### src/rtl/armleocpu_mem_arbiter.sv
// armleocpu_mem_arbiter: two-requester arbiter for the shared Avalon-style
// memory port. The instruction-fetch lane (m0) and the data lane (m1) compete
// for the slave port (s_*). The winner keeps the port for its whole burst.
// Command, write beats and read beats pass through with no registered latency.
//
// Ports:
//   clk, rst            clock, asynchronous active-high reset
//   mN_address/burstcount/read/write/writedata/byteenable   requester N command
//   mN_waitrequest      stall to requester N
//   mN_readdata/response   slave return data, broadcast to both requesters
//   mN_readdatavalid    read beat valid, owner of the burst only
//   s_*                 shared slave port
//
// Build option: define ARMLEOCPU_ARB_FIXED_PRIORITY_EN to make m0 always win a
// simultaneous request. By default the arbiter is round-robin.

module armleocpu_mem_arbiter #(
  parameter int unsigned ADDR_W  = 34,
  parameter int unsigned BURST_W = 5
) (
  input  logic               clk,
  input  logic               rst,

  input  logic [ADDR_W-1:0]  m0_address,
  input  logic [BURST_W-1:0] m0_burstcount,
  input  logic               m0_read,
  input  logic               m0_write,
  input  logic [31:0]        m0_writedata,
  input  logic [3:0]         m0_byteenable,
  output logic               m0_waitrequest,
  output logic [31:0]        m0_readdata,
  output logic [1:0]         m0_response,
  output logic               m0_readdatavalid,

  input  logic [ADDR_W-1:0]  m1_address,
  input  logic [BURST_W-1:0] m1_burstcount,
  input  logic               m1_read,
  input  logic               m1_write,
  input  logic [31:0]        m1_writedata,
  input  logic [3:0]         m1_byteenable,
  output logic               m1_waitrequest,
  output logic [31:0]        m1_readdata,
  output logic [1:0]         m1_response,
  output logic               m1_readdatavalid,

  output logic [ADDR_W-1:0]  s_address,
  output logic [BURST_W-1:0] s_burstcount,
  output logic               s_read,
  output logic               s_write,
  output logic [31:0]        s_writedata,
  output logic [3:0]         s_byteenable,
  input  logic               s_waitrequest,
  input  logic [31:0]        s_readdata,
  input  logic               s_readdatavalid,
  input  logic [1:0]         s_response
);

  typedef enum logic [1:0] {
    IDLE   = 2'd0,
    RBURST = 2'd1,
    WBURST = 2'd2
  } state_t;

  state_t             state;
  state_t             state_nxt;
  logic [BURST_W-1:0] beats_left;
  logic [BURST_W-1:0] burst_q;
  logic               owner;
  logic               last_grant;

  logic               req0;
  logic               req1;
  logic               any_req;
  logic               grant;
  logic               sel;
  logic [ADDR_W-1:0]  sel_address;
  logic [BURST_W-1:0] sel_burstcount;
  logic               sel_read;
  logic               sel_write;
  logic [31:0]        sel_writedata;
  logic [3:0]         sel_byteenable;
  logic [BURST_W-1:0] burst_len;
  logic               cmd_accept;
  logic               wbeat_accept;
  logic               rbeat;
  logic               last_beat;

  assign req0    = m0_read | m0_write;
  assign req1    = m1_read | m1_write;
  assign any_req = req0 | req1;

  // Same-cycle grant; only meaningful while IDLE
  always_comb begin
`ifdef ARMLEOCPU_ARB_FIXED_PRIORITY_EN
    grant = !req0 && req1;
`else
    grant = (req0 && req1) ? !last_grant : req1;
`endif
  end

  // While IDLE the granted lane drives the port; during a burst the owner does
  assign sel = (state == IDLE) ? grant : owner;

  always_comb begin
    sel_address    = sel ? m1_address    : m0_address;
    sel_burstcount = sel ? m1_burstcount : m0_burstcount;
    sel_read       = sel ? m1_read       : m0_read;
    sel_write      = sel ? m1_write      : m0_write;
    sel_writedata  = sel ? m1_writedata  : m0_writedata;
    sel_byteenable = sel ? m1_byteenable : m0_byteenable;
  end

  // A burstcount of zero is a single beat
  assign burst_len    = (sel_burstcount == '0) ? BURST_W'(1) : sel_burstcount;
  assign cmd_accept   = (state == IDLE) && (sel_read || sel_write) && !s_waitrequest;
  assign wbeat_accept = (state == WBURST) && sel_write && !s_waitrequest;
  assign rbeat        = (state == RBURST) && s_readdatavalid;
  assign last_beat    = (beats_left == BURST_W'(1));

  // State register
  always_ff @(posedge clk or posedge rst) begin
    if (rst) begin
      state <= IDLE;
    end else begin
      state <= state_nxt;
    end
  end

  // Next-state logic
  always_comb begin
    state_nxt = state;
    case (state)
      IDLE: begin
        if (cmd_accept) begin
          if (sel_read) begin
            state_nxt = RBURST;
          end else if (burst_len != BURST_W'(1)) begin
            state_nxt = WBURST;
          end
        end
      end
      RBURST: begin
        if (rbeat && last_beat) begin
          state_nxt = IDLE;
        end
      end
      WBURST: begin
        if (wbeat_accept && last_beat) begin
          state_nxt = IDLE;
        end
      end
      default: state_nxt = IDLE;
    endcase
  end

  // Burst bookkeeping: owner, remaining beats, latched length, fairness pointer
  always_ff @(posedge clk or posedge rst) begin
    if (rst) begin
      beats_left <= '0;
      burst_q    <= '0;
      owner      <= 1'b0;
      last_grant <= 1'b1;
    end else begin
      case (state)
        IDLE: begin
          if (cmd_accept) begin
            if (sel_read) begin
              owner      <= grant;
              beats_left <= burst_len;
              burst_q    <= sel_burstcount;
            end else if (burst_len == BURST_W'(1)) begin
              // single-beat write completes on acceptance
              last_grant <= grant;
            end else begin
              owner      <= grant;
              beats_left <= burst_len - BURST_W'(1);
              burst_q    <= sel_burstcount;
            end
          end
        end
        RBURST: begin
          if (rbeat) begin
            beats_left <= beats_left - BURST_W'(1);
            if (last_beat) begin
              last_grant <= owner;
            end
          end
        end
        WBURST: begin
          if (wbeat_accept) begin
            beats_left <= beats_left - BURST_W'(1);
            if (last_beat) begin
              last_grant <= owner;
            end
          end
        end
        default: ;
      endcase
    end
  end

  // Port steering; reset forces the quiet values regardless of inputs
  always_comb begin
    s_address        = '0;
    s_burstcount     = '0;
    s_read           = 1'b0;
    s_write          = 1'b0;
    s_writedata      = '0;
    s_byteenable     = '0;
    m0_waitrequest   = 1'b1;
    m1_waitrequest   = 1'b1;
    m0_readdatavalid = 1'b0;
    m1_readdatavalid = 1'b0;
    if (!rst) begin
      case (state)
        IDLE: begin
          if (any_req) begin
            s_address    = sel_address;
            s_burstcount = sel_burstcount;
            s_read       = sel_read;
            s_write      = sel_write;
            s_writedata  = sel_writedata;
            s_byteenable = sel_byteenable;
            if (grant) begin
              m1_waitrequest = s_waitrequest;
            end else begin
              m0_waitrequest = s_waitrequest;
            end
          end
        end
        RBURST: begin
          if (owner) begin
            m1_readdatavalid = s_readdatavalid;
          end else begin
            m0_readdatavalid = s_readdatavalid;
          end
        end
        WBURST: begin
          s_address    = sel_address;
          s_burstcount = burst_q;
          s_write      = sel_write;
          s_writedata  = sel_writedata;
          s_byteenable = sel_byteenable;
          if (owner) begin
            m1_waitrequest = s_waitrequest;
          end else begin
            m0_waitrequest = s_waitrequest;
          end
        end
        default: ;
      endcase
    end
  end

  // Return data and response go to both lanes; readdatavalid picks the owner
  assign m0_readdata = s_readdata;
  assign m1_readdata = s_readdata;
  assign m0_response = s_response;
  assign m1_response = s_response;

endmodule

### config.mk
export PLATFORM = sky130hd
export DESIGN_NAME = armleocpu_mem_arbiter
export DESIGN_NICKNAME = d
export VERILOG_FILES = /design/src/rtl/armleocpu_mem_arbiter.sv
export SDC_FILE = /design/constraint.sdc
export NUM_CORES = 1
export LEC_CHECK = 0
export ABC_AREA = 1
export CAP_MARGIN = 5
export CORE_AREA = 2 2 134 136
export CTS_BUF_LIST = sky130_fd_sc_hd__clkbuf_2
export DETAILED_ROUTE_END_ITERATION = 12
export DIE_AREA = 0 0 136 138
export PLACE_DENSITY_LB_ADDON = 0.08
export SYNTH_ARGS = -nofsm -noshare
export SYNTH_HDL_FRONTEND = slang
export SYNTH_SLANG_ARGS = --single-unit
export TNS_END_PERCENT = 50
### constraint.sdc
create_clock -name clk -period 6.97 [get_ports clk]
set_clock_uncertainty 0.1 [all_clocks]
set_input_delay 1.7425 -clock clk [delete_from_list [all_inputs] [get_ports clk]]
set_output_delay 1.7425 -clock clk [all_outputs]
set_load 0.01 [all_outputs]
==> flow_metrics.tcl <==
set metrics [dict create \
    run_status "finished clean" \
    gp_congestion 0.884 \
    yosys.area.top_type_share_pct 17.4 \
    drt_iter0_drc 147 \
    criticalPathCategory "in2out" \
    switching_share_pct 55.6 \
    worst_ep_arrival_time_ns 4.33 \
    relSlewSlack_pct 39.8 \
    seqPwrFrac_pct 8.6 \
    clkPwrFrac_pct 2.3 \
    period_share_pct 88.5 \
    switching_power_uw 1040 \
    synth-async-reset-ratio_pct 100 \
    start_util_pct 17.0 \
    slowest_stage "clkdlybuf4s50_1" \
    grt_use_total_pct 16.4 \
    coreArea_um2 17500 \
    cts_buffers 3 \
    postCtsSetupRepairBufs 0 \
    clk_latency_ns 0.29 \
    post_cts_resized 0 \
    cts_buffer_depth 2 \
    drc 0 \
    min_to "last_grant" \
    setup_viol 0 \
    cts.sink_count 14 \
    p_leak_uw 0.00201 \
    grt_pass1_wl_um 24000 \
    syn_area_per_cell_um2 5.77 \
    antenna_found_initial 0 \
    cts_tree "yes" \
    syn_inst 516 \
    grt_start_max_net_pins 80 \
    dp_cells 888 \
    antenna_left 0 \
    dieArea_um2 18800 \
    drive_above_1_share_pct 6.49 \
    grt-ovfl-total 0 \
    highest_layer "met4" \
    internal_power_uw 826 \
    netlist_area_um2 2980 \
    critPathRequiredTime_ns 5.13 \
    die_y_um 138 \
    wl_met1_um 5730 \
    cp-end-kind "output pin" \
    p_comb_share_pct 89.2 \
    hold_viol 0 \
    cts_hold_buf 0 \
    root_buffer "clkbuf_2" \
    wl_met2_um 8470 \
    synthesis.nets 716 \
    synth_area_leaders "buf_4 (17%), a21oi_1 (13%), nor3_1 (12%)" \
    drt_pass1_iterations 4 \
    setup_tns_ns 0 \
    slew_viol_final 0 \
    holdPathStages 2 \
    synth_edf_count 0 \
    wl_met3_um 1430 \
    hold_path_class "reg2reg" \
    r2r_start "state[1]" \
    ys_warn_count 0 \
    synth_top_area_cell "buf_4" \
    worst_pin_slew_ns 0.902 \
    num_rows 49 \
    num_vias 3894 \
    fin_nets 864 \
    yosys-top-cells-count "nor2_1 (86), a21oi_1 (80), nor3_1 (74), buf_4 (69), nand2_1 (53)" \
    netlist-cell-type-count 29 \
    fill_cells 1982 \
    antenna_cells 0 \
    critPathLaunchType "input port" \
    reg2reg_slack_ns 2.77 \
    critPathMaxStageDelay_ns 0.56 \
    fp.dieW_um 136 \
    hpwl_um 13000 \
    synth_seq_cells 14 \
    yosysMostFrequentCell "nor2_1" \
    reg2regPathDepth 17 \
    finalNonFillerCells 892 \
    detail_route.wl_per_cell_um 17.8 \
    numPortBuffers 238 \
    clk_pin_slew_worst_paths_ns 0.15 \
    first_global_vias 4090 \
    ys_seq_area_share_pct 11.8 \
    vdd_drop_max_v 0.000233 \
    timing.fmax_mhz 162 \
    synth_flop_cell "dfrtp_1" \
    cp_max_fo 22 \
    htree_levels 1 \
    via_per_inst 4.37 \
    maxCapViolCount 0 \
    p_per_area_nw_per_um2 366 \
    hold_start "last_grant" \
    area_growth_pct 71.0 \
    wl_um 15800 \
    period_minus_slack_ns 6.17 \
    rsz0062_at_grt "no" \
    timing.rr.end "burst_q[3]" \
    cp_cell_sequence "clkdlybuf4s50_1, or2_1, nor3_1, nor2_2, o21ai_4, buf_4, nor3_1, clkdlybuf4s50_1" \
    ios 341 \
]
## how the worst max path moves through the flow
stage	startpoint	end	slack [ns]	cells after the start
after global placement	m1_write	s_address[5]	0.74	8
after floorplan	m1_write	s_address[24]	2.11	6
final	m1_write	s_writedata[20]	0.80	8
after global routing	m1_write	s_address[31]	0.60	8
after CTS	m1_write	s_address[24]	0.76	8
after detailed placement	m1_write	s_address[24]	0.76	8
## worst max-delay path: cells and delay by family
kind,cells,cell delay (ns)
AOI/OAI and AO/OA,1,0.51
and+or+nand+nor,4,0.71
buffers and inverters,3,1.35
## final cells by class
type,instances,area [um2],share of cell area [%]
clock buffer,3,15.0,0.295
clock inverter,1,3.75,0.0738
multi-input combinational,373,1870,36.8
inverter,28,105,2.07
sequential,14,352,6.91
tap,229,287,5.63
timing repair buffer,244,2450,48.2
## flip-flops by register name (all words and copies together), names as in the netlist
signal,cells
last_grant,1
beats_left,5
state,2
owner,1
burst_q,5
## stage by stage
step | power [uW] | hold WS (ns) | utilization [%] | setup WS [ns] | cell area [um2]
after floorplan | 1150 | 0.357 | - | 2.11 | 2980
after global placement | 1850 | 0.371 | 28.9 | 0.742 | 5070
after detailed placement | 1850 | 0.373 | 28.9 | 0.763 | 5070
after CTS | 1900 | 0.397 | 29.0 | 0.760 | 5090
after global routing | 2050 | 0.421 | 29.0 | 0.598 | 5090
final | 1860 | 0.397 | 29.0 | 0.799 | 5090
## routing by layer
metal  track usage, %  vias to the layer above
met4             2.85                        0
met2             31.0                      164
met3             5.87                       15
met1             17.5                     1774
li1                 -                     1941
met5                0                        -
## placed cells by master (no fill, tap or decap)
cell type,instances
a211oi_1,1
a21oi_1,80
buf_12,2
buf_4,4
clkbuf_2,3
clkdlybuf4s50_1,238
clkinv_1,1
dfrtp_1,13
dfstp_2,1
ha_1,8
inv_1,25
inv_2,3
nand2_1,53
nand2_2,11
nand2_4,2
nand3_1,14
nand3_4,1
nand3b_1,3
nand3b_2,1
nand4_1,2
nor2_1,86
nor2_2,4
nor2_4,2
nor3_1,74
o211ai_1,1
o21ai_0,8
o21ai_1,11
o21ai_2,8
o21ai_4,1
or2_1,2
## power groups by stage
stage,Sequential [uW],Combinational [uW],Clock (uW)
CTS,159,1690,44.8
global route,166,1830,51.6
global placement,161,1690,0
finish,159,1660,42.1
detailed placement,161,1680,0
floorplan,151,998,0
## logic make-up (layout without fill, tap and decap cells)
| group | Yosys count | in the layout | synth area share (%) |
|---|---|---|---|
| AOI/OAI and AO/OA | 110 | 110 | 19.7 |
| adders and majority gates | 8 | 8 | 3.36 |
| buffers and inverters | 129 | 276 | 25.6 |
| DFF | 14 | 14 | 11.8 |
| and+or+nand+nor | 255 | 255 | 39.6 |
(Power assumes the default switching activity.)
